File: src/rtl/wide_add_seq_pkg.sv
// Shared types and constants for the word-serial wide adder/subtractor.
// The FSM states and the slice width live here so the datapath and bench agree.
package wide_add_seq_pkg;

    localparam int WORD_W = 32;

    typedef enum logic [1:0] {
        IDLE = 2'd0,
        RUN  = 2'd1,
        DONE = 2'd2
    } state_e;

    // Word index width; a single-word operand still needs a 1-bit index.
    function automatic int idx_width(input int words);
        return (words > 1) ? $clog2(words) : 1;
    endfunction

endpackage

File: src/rtl/wide_add_seq_adder.sv
// 32-bit ripple adder slice with carry in, carry out and signed overflow.
// Shared by every word of the wide operation, one word per cycle.
module adder
    import wide_add_seq_pkg::*;
(
    input  logic [WORD_W-1:0] A,
    input  logic [WORD_W-1:0] B,
    input  logic              CIN,
    output logic [WORD_W-1:0] Y,
    output logic              C,
    output logic              V
);

    logic [WORD_W:0] sum_ext;

    assign sum_ext = {1'b0, A} + {1'b0, B} + {{WORD_W{1'b0}}, CIN};
    assign Y       = sum_ext[WORD_W-1:0];
    assign C       = sum_ext[WORD_W];
    // Overflow: like-signed inputs producing a result of the other sign.
    assign V       = (A[WORD_W-1] == B[WORD_W-1]) && (Y[WORD_W-1] != A[WORD_W-1]);

endmodule

File: src/rtl/wide_add_seq.sv
// Word-serial WORDS x 32-bit add/subtract: one shared 32-bit adder walks the
// operands LSW first, chaining the carry, with a valid/ready result handshake.
module wide_add_seq
    import wide_add_seq_pkg::*;
#(
    parameter int WORDS = 4
) (
    input  logic                    clk,
    input  logic                    rst_n,
    input  logic                    start_valid,
    output logic                    start_ready,
    input  logic                    op_sub,
    input  logic [WORD_W*WORDS-1:0] a_in,
    input  logic [WORD_W*WORDS-1:0] b_in,
    output logic                    res_valid,
    input  logic                    res_ready,
    output logic [WORD_W*WORDS-1:0] result,
    output logic                    carry_out,
    output logic                    overflow,
    output logic                    busy
);

    localparam int                W        = WORD_W * WORDS;
    localparam int                IDX_W    = idx_width(WORDS);
    localparam logic [IDX_W-1:0]  LAST_IDX = IDX_W'(WORDS - 1);

    state_e             state_q, state_d;
    logic [IDX_W-1:0]   idx_q, idx_d;
    logic               cy_q, cy_d;
    logic [W-1:0]       res_q, res_d;
    logic               co_q, co_d;
    logic               ov_q, ov_d;

    // Operand capture; only the accepting cycle may update these.
    logic [W-1:0]       a_q, b_q;
    logic               op_q;
    logic               accept;

    logic [WORD_W-1:0]  a_word, b_word, b_add, sum;
    logic               add_c, add_v;

    always_comb begin
        a_word = '0;
        b_word = '0;
        for (int w = 0; w < WORDS; w++) begin
            if (idx_q == IDX_W'(w)) begin
                a_word = a_q[w*WORD_W +: WORD_W];
                b_word = b_q[w*WORD_W +: WORD_W];
            end
        end
    end

    // Subtraction is A + ~B + 1; the +1 enters through the initial carry.
    assign b_add = op_q ? ~b_word : b_word;

    adder u_adder (
        .A   (a_word),
        .B   (b_add),
        .CIN (cy_q),
        .Y   (sum),
        .C   (add_c),
        .V   (add_v)
    );

    always_comb begin
        state_d = state_q;
        idx_d   = idx_q;
        cy_d    = cy_q;
        res_d   = res_q;
        co_d    = co_q;
        ov_d    = ov_q;
        accept  = 1'b0;
        case (state_q)
            IDLE: begin
                if (start_valid) begin
                    accept  = 1'b1;
                    idx_d   = '0;
                    cy_d    = op_sub;
                    state_d = RUN;
                end
            end
            RUN: begin
                for (int w = 0; w < WORDS; w++) begin
                    if (idx_q == IDX_W'(w)) begin
                        res_d[w*WORD_W +: WORD_W] = sum;
                    end
                end
                cy_d = add_c;
                if (idx_q == LAST_IDX) begin
                    // Top word: its carry and overflow describe the whole result.
                    co_d    = add_c;
                    ov_d    = add_v;
                    idx_d   = '0;
                    state_d = DONE;
                end else begin
                    idx_d = idx_q + IDX_W'(1);
                end
            end
            DONE: begin
                if (res_ready) begin
                    state_d = IDLE;
                end
            end
            default: begin
                state_d = IDLE;
            end
        endcase
    end

    always_ff @(posedge clk or negedge rst_n) begin
        if (!rst_n) begin
            state_q <= IDLE;
            idx_q   <= '0;
            cy_q    <= 1'b0;
            res_q   <= '0;
            co_q    <= 1'b0;
            ov_q    <= 1'b0;
        end else begin
            state_q <= state_d;
            idx_q   <= idx_d;
            cy_q    <= cy_d;
            res_q   <= res_d;
            co_q    <= co_d;
            ov_q    <= ov_d;
        end
    end

    always_ff @(posedge clk) begin
        if (accept) begin
            a_q  <= a_in;
            b_q  <= b_in;
            op_q <= op_sub;
        end
    end

    assign start_ready = (state_q == IDLE);
    assign res_valid   = (state_q == DONE);
    assign busy        = (state_q != IDLE);
    assign result      = res_q;
    assign carry_out   = co_q;
    assign overflow    = ov_q;

endmodule

File: config.mk
export PLATFORM = sky130hd
export DESIGN_NAME = wide_add_seq
export DESIGN_NICKNAME = d
export VERILOG_FILES = /design/src/rtl/wide_add_seq_pkg.sv /design/src/rtl/wide_add_seq_adder.sv /design/src/rtl/wide_add_seq.sv
export SDC_FILE = /design/constraint.sdc
export NUM_CORES = 1
export LEC_CHECK = 0
export CAP_MARGIN = 5
export CORE_AREA = 2 2 186 188
export CTS_CLUSTER_DIAMETER = 200
export CTS_CLUSTER_SIZE = 12
export DETAILED_ROUTE_END_ITERATION = 7
export DIE_AREA = 0 0 188 190
export DONT_BUFFER_PORTS = 1
export PLACE_DENSITY = 0.75
export SYNTH_ARGS = -nofsm -noshare
export SYNTH_HDL_FRONTEND = slang
export SYNTH_SLANG_ARGS = --single-unit
export TNS_END_PERCENT = 20
File: constraint.sdc
create_clock -name clk -period 9.1 [get_ports clk]
set_input_delay 0.91 -clock clk [delete_from_list [all_inputs] [get_ports clk]]
set_output_delay 0.91 -clock clk [all_outputs]
set_load 0.01 [all_outputs]
Word-level counts from Yosys, hierarchy flattened
Cells that the tools add are included.
- $add $sub $neg: 3
- equality and inequality tests: 10
- mux-type cells: 20
- bitwise operators: 1
- reductions and logical operators: 11
- operators with widths (kind ; count):
    32-bit 2-to-1 mux ; 9
    32-bit by 32-bit adder with 33-bit output ; 1
    33-bit by 1-bit adder with 33-bit output ; 1
    32-bit inverter ; 1
    2-bit 2-to-1 mux ; 5
    2-bit AND reduction ; 5
    2-bit equality test (second input constant) ; 3
    2-bit one-hot mux with 3 select lines ; 1
    2-bit by 1-bit equality test with 1-bit output (second input constant) ; 2
    2-bit zero test ; 2
    2-bit != test (second input constant) ; 2
    2-bit one-hot mux with 2 select lines ; 1
    2-bit nonzero test ; 2
    1-bit 2-to-1 mux ; 3
    3-bit AND reduction ; 1
    2-bit by 1-bit adder with 2-bit output (second input constant) ; 1
    2-bit by 1-bit != test with 1-bit output (second input constant) ; 1
    1-bit one-hot mux with 2 select lines ; 1
    1-bit equality test ; 1
    1-bit logical AND ; 1
    1-bit != test ; 1
- flip-flop bits (word level): 392
- input port bits: 261
- output and inout bits: 133

Logic depth before layout (Yosys ltp)
Gate-level depths: netlist of run 1.
- word-level depth: 11
- depth in mapped cells: 21

Cells and area by module
Synthesis of run 1 repeated with hierarchy kept, for this count alone.
- cells, all modules: 1169
- area total of the unflattened synthesis: 16794.9 um2
- modules (own cells, without submodules) (module ; times used ; cells an instance ; area an instance (um2) ; seq. area each (um2)):
    wide_add_seq ; 1 ; 930 ; 15090.7 ; 11095.6
    adder ; 1 ; 239 ; 1704.1 ; 0.0

Least setup slack after synthesis of run 1
Ideal clock, no wire load.
- path type: reg-to-reg
- start: reg state_q[1]
- end: reg a_q[0] (enable)
- setup time: 651 ps
- arrival time: 6730 ps
- data required time: 8449 ps
- setup slack: 1718 ps
- stages on the path, launching flop included: 4
- path buffers: 0
- clock period less this slack: 7382 ps
- cells stage by stage: dfrtp_1 > or2_2 > inv_1 > and2_1
- cells in the longest elaborated chain, start to end: 2
- ends and longest elaborated chain (what ; RTL line ; source):
    from (decl) ; wide_add_seq.sv:27 ; state_e state_q, state_d;
    from (signal assigned) ; wide_add_seq.sv:119 ; state_q <= state_d;
    2-bit zero test ; -- ;
    named net start_ready ; wide_add_seq.sv:11 ; output logic start_ready,
    1-bit 2-to-1 mux ; wide_add_seq.sv:73 ; case (state_q)
    named net accept ; wide_add_seq.sv:37 ; logic accept;
    to (signal assigned) ; wide_add_seq.sv:130 ; a_q <= a_in;
    to (decl) ; wide_add_seq.sv:35 ; logic [W-1:0] a_q, b_q;
The timed path passes the listed nets, and every way through them passes these cells.
A chain may end at the register's enable or synchronous reset.

Final worst setup path of run 1
- start: reg idx_q[0]
- end: reg res_q[84] (netlist: result[84])
- cells in the longest elaborated chain, start to end: 9
- ends and longest elaborated chain (what ; RTL line ; source):
    from (decl) ; wide_add_seq.sv:28 ; logic [IDX_W-1:0] idx_q, idx_d;
    from (signal assigned) ; wide_add_seq.sv:120 ; idx_q <= idx_d;
    2-bit zero test ; wide_add_seq.sv:46 ; if (idx_q == IDX_W'(w)) begin
    32-bit 2-to-1 mux (4 in a row) ; wide_add_seq.sv:46 ;
    32-bit inverter ; wide_add_seq.sv:54 ; assign b_add = op_q ? ~b_word : b_word;
    32-bit 2-to-1 mux ; wide_add_seq.sv:54 ;
    32-bit by 32-bit adder with 33-bit output ; wide_add_seq_adder.sv:16 ; assign sum_ext = {1'b0, A} + {1'b0, B} + {{WORD_W{1'b0}}, CIN};
    33-bit by 1-bit adder with 33-bit output ; wide_add_seq_adder.sv:16 ;
    to (signal assigned) ; wide_add_seq.sv:122 ; res_q <= res_d;
    to (decl) ; wide_add_seq.sv:30 ; logic [W-1:0] res_q, res_d;
Parallel ways exist; a longest one is shown, timed or not.

==> impl_metrics.toml, run 1 <==
[timing]
rsz0062_at_grt = "false"
finClkSkew_ps = 30.5
period_needed_ps = 5270
finalCritPeriodShare = 0.579
setup_viol = 0
slew_headroom = 0.206
setup_tns_ps = 0
setup_slack_ps = 3830
slew_violations = 0
hold_viol = 0
fmax_mhz = 190
worstMarginPinSlew_ps = 1190

[clock_tree]
root_buffer = "clkbuf_16"
clock_sinks = 392
clkTransAtPathRegs_ps = 70
numCtsBuffers = 38
holdBufCountCts = 0
cts_tree = "done"
cts_resized = 0
clk_latency_ps = 550
cts_setup_buffers = 0
cts.path.max_buffers = 3
htreeDepth = 2

[synthesis]
avgSynthCellArea_sq_um = 12.2
synth_top_area_cell = "edfxtp_1"
synth-edff-count = 257
synth_seq_cells = 392
ys_types = 73
yosys_warnings = 0
synth_top_area_frac = 0.464
postSynthCellCount = 1370
synth-async-reset-ratio = 0.344
synth_flop_cell = "edfxtp_1"
ys_seq_area_frac = 0.666
yosysMostFrequentCell = "edfxtp_1"
synth_common_cells = "edfxtp_1 (257), nand2_1 (210), o21ai_0 (166)"
syn_nets = 1668
syn_area_sq_mm = 0.0166
synth.area.top_cells = "edfxtp_1 (46%), dfrtp_1 (20%), o21ai_0 (5.0%), nand2_1 (4.7%), a21oi_1 (3.2%)"

[critical_path]
cp.arrival_ps = 5650
cp-end-kind = "flip-flop"
path_cells = "inv_1 > ha_1 > nor2b_4 > buf_4 > a22oi_1 > nor2_1 > a21oi_1 > o21ai_0 > xnor2_1 > fa_1 > inv_1 > fa_1 > a211oi_2 > nor2_2 > o31ai_2 > o31ai_4 > a21oi_1 > o21ai_1 > xnor2_1 > o21ai_1"
slowest_stage = "buf_4"
critPathTopFamily = "compound AO/OA/AOI/OAI gates"
worstPathRequired_ps = 9480
critical-path-max-stage-delay_ps = 590
worst-r2r-setup-slack_ps = 3830
cp_max_fo = 63
cp-start-kind = "flip-flop"
crit_buf_inv = 3
setup.worst_path.class = "flip-flop to flip-flop"

[status]
status = "complete, no violations"

[drt]
num_vias = 10600
drt-total-wl_mm = 42.9
drtPass1Iterations = 7
remaining_drc_errors = 0
drt_iter0_markers = 843
ant_nets = 0
routedWlPerCell_um = 23.4
viasPerCell = 5.77

[grt]
grt_overflow = 0
grt_first_pass_wirelength_mm = 63.5
busiest_layer = "met2"
grt_pass1_vias = 10300
global_route.usage.met2 = 0.376
antenna_found_initial = 19
met1_usage = 0.302
gr-usage-met3 = 0.0904
grt_util_all_layers = 0.239
grt_max_degree = 136

[die]
design.core.area_sq_mm = 0.0339
ios = 394
rows = 68
start_util = 0.490
dieHeight_um = 190
die_area_sq_mm = 0.0357
die_x_um = 188

[min_path]
min_path_type = "input port to async pin"

[layout]
n_fill_cell = 2833
final_nets = 1643
postLayoutCoreUtil = 0.534
syn_to_final_growth_pct = 8.88
layout-drive-gt1-share = 0.0725

[run]
maxCapViolCount = 0

[placement]
port_buffers = 0
place.gp.congestion = 0.948
pre_cts_ws_ps = 3880
hpwl_mm = 30.9
==> worst paths after layout <==
| kind | endpoint | from | cells after the start |
|---|---|---|---|
| max | result[84]$_DFFE_PN0P_ | idx_q[0]$_DFFE_PN0P_ | 20 |
| min | result[102]$_DFFE_PN0P_ | rst_n | 0 |
| max reg2reg | result[84]$_DFFE_PN0P_ | idx_q[0]$_DFFE_PN0P_ | 20 |
| min reg2reg | result[24]$_DFFE_PN0P_ | result[24]$_DFFE_PN0P_ | 2 |
| max in group asynchronous | result[91]$_DFFE_PN0P_ | rst_n | 0 |
| min in group clk | a_q[22]$_DFFE_PP_ | a_in[22] | 0 |
==> cell families after synthesis <==
group                    count (synthesis)  synth area share
AO/OA/AOI/OAI                          435             0.157
XOR/XNOR                                60            0.0334
adder cells (fa/ha/maj)                 37            0.0287
buffers and inverters                   91            0.0231
flip-flops                             392             0.666
multiplexers                             8           0.00541
AND/OR/NAND/NOR                        347            0.0857
==> stage by stage <==
stage          area (sq um)  instances  hold slack, ps
6_report              18100       1831            68.6
5_1_grt               18100       1828            37.7
4_1_cts               18100       1821            19.8
3_5_place_dp          17000       1760             538
3_3_place_gp          17000       1760             529
2_1_floorplan         16600       1370             476
==> flip-flops by register name, summed over array words and instances, names as in the netlist <==
name,count
carry_out,1
idx_q,2
result,128
overflow,1
state_q,2
cy_q,1
op_q,1
b_q,128
a_q,128
==> metal layers <==
layer  part of all wire  wire [um]  up-vias
met1               0.40      17200     5076
met4              0.030       1270       18
met2               0.46      19800      463
met5             0.0027        114        -
met3               0.10       4470       95
li1                   -          -     4905
==> cells in the final DEF (no fill, tap or decap), types with 5 or more instances in the layout <==
cell	n
buf_4	11
nand2b_1	5
xnor2_1	15
o21ai_1	39
mux2_2	5
o21bai_1	5
nor2b_1	5
inv_1	15
xor2_1	41
a21o_1	6
a22oi_1	63
nor2_1	87
o21ai_0	166
edfxtp_1	257
nand3_1	5
clkbuf_1	20
nand2_1	209
diode_2	10
ha_1	32
nor3_1	7
a21oi_1	108
nand2_2	7
dfrtp_1	135
nand4_1	5
clkbuf_16	39
o21a_1	5
==> area by class of cell <==
class | instances | area, sq um | area share
flip-flops and latches | 392 | 11100 | 0.612
multi-input cells | 887 | 5210 | 0.287
clock buffers | 59 | 1050 | 0.0580
well taps | 455 | 569 | 0.0314
repair buffers | 11 | 82.6 | 0.00456
inverters | 15 | 56.3 | 0.00311
clock inverters | 2 | 38.8 | 0.00214
diodes | 10 | 25.0 | 0.00138
Power of run 1 is left out: the tool's default activity adds up to more than one toggle a clock period on the data nets, which glitch-free logic cannot reach.
==> run 2, diff against run 1 <==
==> constraint.sdc (replaced) <==
create_clock -name clk -period 5.52 [get_ports clk]
set_input_delay 0.552 -clock clk [delete_from_list [all_inputs] [get_ports clk]]
set_output_delay 0.552 -clock clk [all_outputs]
set_load 0.01 [all_outputs]
==> impl_metrics.toml, run 2 (synthesis results as in run 1) <==
[placement]
place.gp.congestion = 0.942
hpwl_mm = 31.0
port_buffers = 0
placedCellCount = 1763

[drt]
num_vias = 10500
remaining_drc_errors = 0
viasPerCell = 5.73
ant_nets = 0
drtPass1Iterations = 5
drt-total-wl_mm = 42.7
routedWlPerCell_um = 23.3
drt_iter0_markers = 689

[timing]
hold_viol = 0
rsz0062_at_grt = "false"
period_needed_ps = 5040
slew_headroom = 0.237
setup_tns_ps = 0
setup_viol = 0
worstMarginPinSlew_ps = 1140
slew_violations = 0
finClkSkew_ps = 25.2
fmax_mhz = 199
finalCritPeriodShare = 0.912

[layout]
layout-drive-gt1-share = 0.0752
fin_cells = 1835
layout_common_cells = "edfxtp_1 (257), nand2_1 (209), o21ai_0 (166)"
final_nets = 1647
layout_commonest_cell = "edfxtp_1"
syn_to_final_growth_pct = 9.40
postLayoutCoreUtil = 0.537

[critical_path]
critical-path-max-stage-delay_ps = 550
r2r_cells = 17
cp_max_fo = 19
setup.worst_path.class = "flip-flop to flip-flop"
critPathTopFamily = "compound AO/OA/AOI/OAI gates"
cp-startpoint = "idx_q[0]$_DFFE_PN0P_"
timing.rr.end = "result[82]$_DFFE_PN0P_"
cp-end-kind = "flip-flop"
cp-start-kind = "flip-flop"
crit_buf_inv = 2
slowest_stage = "nor2b_4"
cp.arrival_ps = 5380
path_depth = 17
path_cells = "inv_1 > ha_1 > nor2b_4 > buf_4 > a22oi_1 > nor2_1 > a21oi_1 > o21ai_0 > xor2_1 > ha_1 > nand2_2 > nor3_1 > o311ai_2 > a31oi_1 > nor2_1 > xnor2_1 > o21ai_0"
worstPathRequired_ps = 5870
worst-r2r-setup-slack_ps = 480
cp-endpoint = "result[82]$_DFFE_PN0P_"
r2r_start = "idx_q[0]$_DFFE_PN0P_"

[die]
rows = 68
dieHeight_um = 190
die_x_um = 188
ios = 394
design.core.area_sq_mm = 0.0339
start_util = 0.490
die_area_sq_mm = 0.0357

[grt]
grt_first_pass_wirelength_mm = 63.3
grt_pass1_vias = 10500
grt_util_all_layers = 0.237
grt_overflow = 0
antenna_found_initial = 14
grt_max_degree = 159

[clock_tree]
numCtsBuffers = 38
htreeDepth = 2
root_buffer = "clkbuf_16"
cts.path.max_buffers = 3
clkTransAtPathRegs_ps = 60
clk_latency_ps = 550
cts_resized = 0
cts_setup_buffers = 0
clock_sinks = 392
cts_tree = "done"

[min_path]
min_path_type = "input port to async pin"

[status]
status = "complete, no violations"

[run]
maxCapViolCount = 0
-- run 2: cell count changes in the layout (fill, tap and decap cells not counted) --
cell    before  now
buf_16       0    1
buf_12       0    3
-- run 2: layout make-up --
class | instances | area, sq um
Clock buffer | 59 | 1050
Inverter | 15 | 56.3
Timing Repair Buffer | 15 | 170
Clock inverter | 2 | 38.8
Antenna cell | 10 | 25.0
Tap cell | 455 | 569
Multi-Input combinational cell | 887 | 5210
Fill cell | 2838 | 15700
Sequential cell | 392 | 11100
-- run 2: per-stage QoR --
stage / setup slack (ps) / cell area (sq um) / hold slack [ps]
floorplan: 1040 / 16700 / 256
global placement: 672 / 17100 / 259
detailed placement: 496 / 17100 / 259
CTS: 449 / 18200 / 3.65
global route: 142 / 18200 / 33.2
finish: 484 / 18200 / 10.3
-- run 2: per-layer routing --
| metal | GRT usage | share of wire |
|---|---|---|
| met5 | 0 | 0.00096 |
| met4 | 0.107 | 0.036 |
| met3 | 0.0782 | 0.094 |
| met2 | 0.369 | 0.46 |
| met1 | 0.304 | 0.41 |
-- run 2: worst min-delay path by stage --
stage / end / cells past startpoint
after global placement: result[110]$_DFFE_PN0P_ / 0
final: idx_q[0]$_DFFE_PN0P_ / 1
after detailed placement: result[43]$_DFFE_PN0P_ / 0
after CTS: idx_q[0]$_DFFE_PN0P_ / 1
after global routing: idx_q[0]$_DFFE_PN0P_ / 1
after floorplan: carry_out$_DFFE_PN0P_ / 0
-- run 2: repair_timing --
| item | 4_1_cts | 5_1_grt |
|---|---|---|
| hold buffers | 1 | 0 |
| endpoints found under the setup margin | 0 | 0 |
| hold endpoints to repair | 135 | 0 |
Power of run 2 is left out for the same reason.
==> run 3, diff against run 2 <==
==> constraint.sdc (replaced) <==
create_clock -name clk -period 6.2 [get_ports clk]
set_input_delay 0.62 -clock clk [delete_from_list [all_inputs] [get_ports clk]]
set_output_delay 0.62 -clock clk [all_outputs]
set_load 0.01 [all_outputs]
==> impl_metrics.toml, run 3 (synthesis results as in run 1) <==
[drt]
num_vias = 10600
top_layer = "met5"
wl_met3_mm = 4.46
ant_nets = 0
drt_iter0_markers = 936
drt-total-wl_mm = 42.9
routedWlPerCell_um = 23.4
wl_met1_mm = 17.3
drtPass1Iterations = 6
remaining_drc_errors = 0
met2_length_mm = 20.0
viasPerCell = 5.78

[critical_path]
path_depth = 18
cp-end-kind = "flip-flop"
path_cells = "inv_1 > ha_1 > nor2b_4 > a22oi_1 > nor2_1 > a21oi_1 > o21ai_0 > xnor2_1 > fa_1 > inv_1 > fa_1 > a211oi_2 > nor2_2 > o31ai_2 > o31ai_4 > a21oi_1 > xor2_1 > o21ai_0"
cp_max_fo = 29
r2r_cells = 18
crit_buf_inv = 2
critPathTopFamily = "compound AO/OA/AOI/OAI gates"
cp-start-kind = "flip-flop"
critical-path-max-stage-delay_ps = 680
cp.arrival_ps = 5840
slowest_stage = "nor2b_4"
setup.worst_path.class = "flip-flop to flip-flop"
worstPathRequired_ps = 6560

[placement]
port_buffers = 0
hpwl_mm = 30.8
place.gp.congestion = 0.966

[die]
die_area_sq_mm = 0.0357
die_x_um = 188
design.core.area_sq_mm = 0.0339
ios = 394
rows = 68
dieHeight_um = 190
start_util = 0.490

[layout]
regArea_sq_mm = 0.0111
multi_input_area_sq_mm = 0.00521
layout_common_cells = "edfxtp_1 (257), nand2_1 (209), o21ai_0 (166)"
n_fill_cell = 2791
layout-drive-gt1-share = 0.0758
final_nets = 1647
syn_to_final_growth_pct = 9.49
layout_commonest_cell = "edfxtp_1"

[timing]
hold_viol = 0
slew_headroom = 0.225
setup_tns_ps = 0
period_needed_ps = 5470
rsz0062_at_grt = "false"
worstMarginPinSlew_ps = 1160
finalCritPeriodShare = 0.882
setup_viol = 0
finClkSkew_ps = 27.6
fmax_mhz = 183
slew_violations = 0

[clock_tree]
clk_latency_ps = 550
root_buffer = "clkbuf_16"
cts.path.max_buffers = 3
cts_setup_buffers = 0
clkTransAtPathRegs_ps = 70
numCtsBuffers = 38
clock_sinks = 392
cts_tree = "done"
htreeDepth = 2

[grt]
grt_first_pass_wirelength_mm = 62.7
grt_max_degree = 163
grt_util_all_layers = 0.235
grt_overflow = 0
antenna_found_initial = 9
grt_pass1_vias = 10200

[status]
status = "complete, no violations"

[min_path]
min_path_type = "input port to async pin"

[run]
maxCapViolCount = 0
## run 3: changes by cell type in the layout (fill, tap and decap cells not counted)
cell       before  now
buf_12          3    1
buf_4          11   13
clkbuf_16      39   41
diode_2        10    8
clkbuf_1       20   21
inv_6           1    0
## run 3: layout make-up
class                      instances  area share
clock inverter                     1     0.00165
sequential                       392       0.609
timing repair buffer              15     0.00796
inverter                          15     0.00309
tap                              455      0.0312
antenna                            8     0.00110
clock buffer                      62      0.0606
multi-input combinational        887       0.286
## run 3: through the flow
step                      worst slack [ps]  hold WS (ps)  instance area (sq um)  cells   util
final                                  730          17.2                  18200   1835  0.537
after global routing                   383           102                  18200   1833  0.537
after CTS                              834          79.0                  18200   1827  0.536
after detailed placement               863           327                  17000   1763  0.502
after global placement                1020           327                  17000   1763  0.502
after floorplan                       1720           324                  16700   1370      -
## run 3: metal layers
layer	vias up	track usage
met4	4	0.0818
met5	-	0
met3	64	0.0815
met1	5108	0.306
li1	4915	-
met2	520	0.367
## run 3: path summary, 6_finish.rpt
check                                             from                       to  slack, ps
worst max-delay path              idx_q[0]$_DFFE_PN0P_  result[112]$_DFFE_PN0P_        730
worst min-delay path                             rst_n     idx_q[1]$_DFFE_PN0P_         20
worst max register to register    idx_q[0]$_DFFE_PN0P_  result[112]$_DFFE_PN0P_        730
worst min register to register  result[80]$_DFFE_PN0P_   result[80]$_DFFE_PN0P_        550
max in group asynchronous                        rst_n   result[70]$_DFFE_PN0P_       5620
min in group clk                              b_in[62]        b_q[62]$_DFFE_PP_        160
## run 3: timing repair
action / 4_1_cts / 5_1_grt
hold buffers: 1 / 0
resized for setup: 0 / 0
hold endpoints to repair: 135 / 0
Power of run 3 is left out for the same reason.
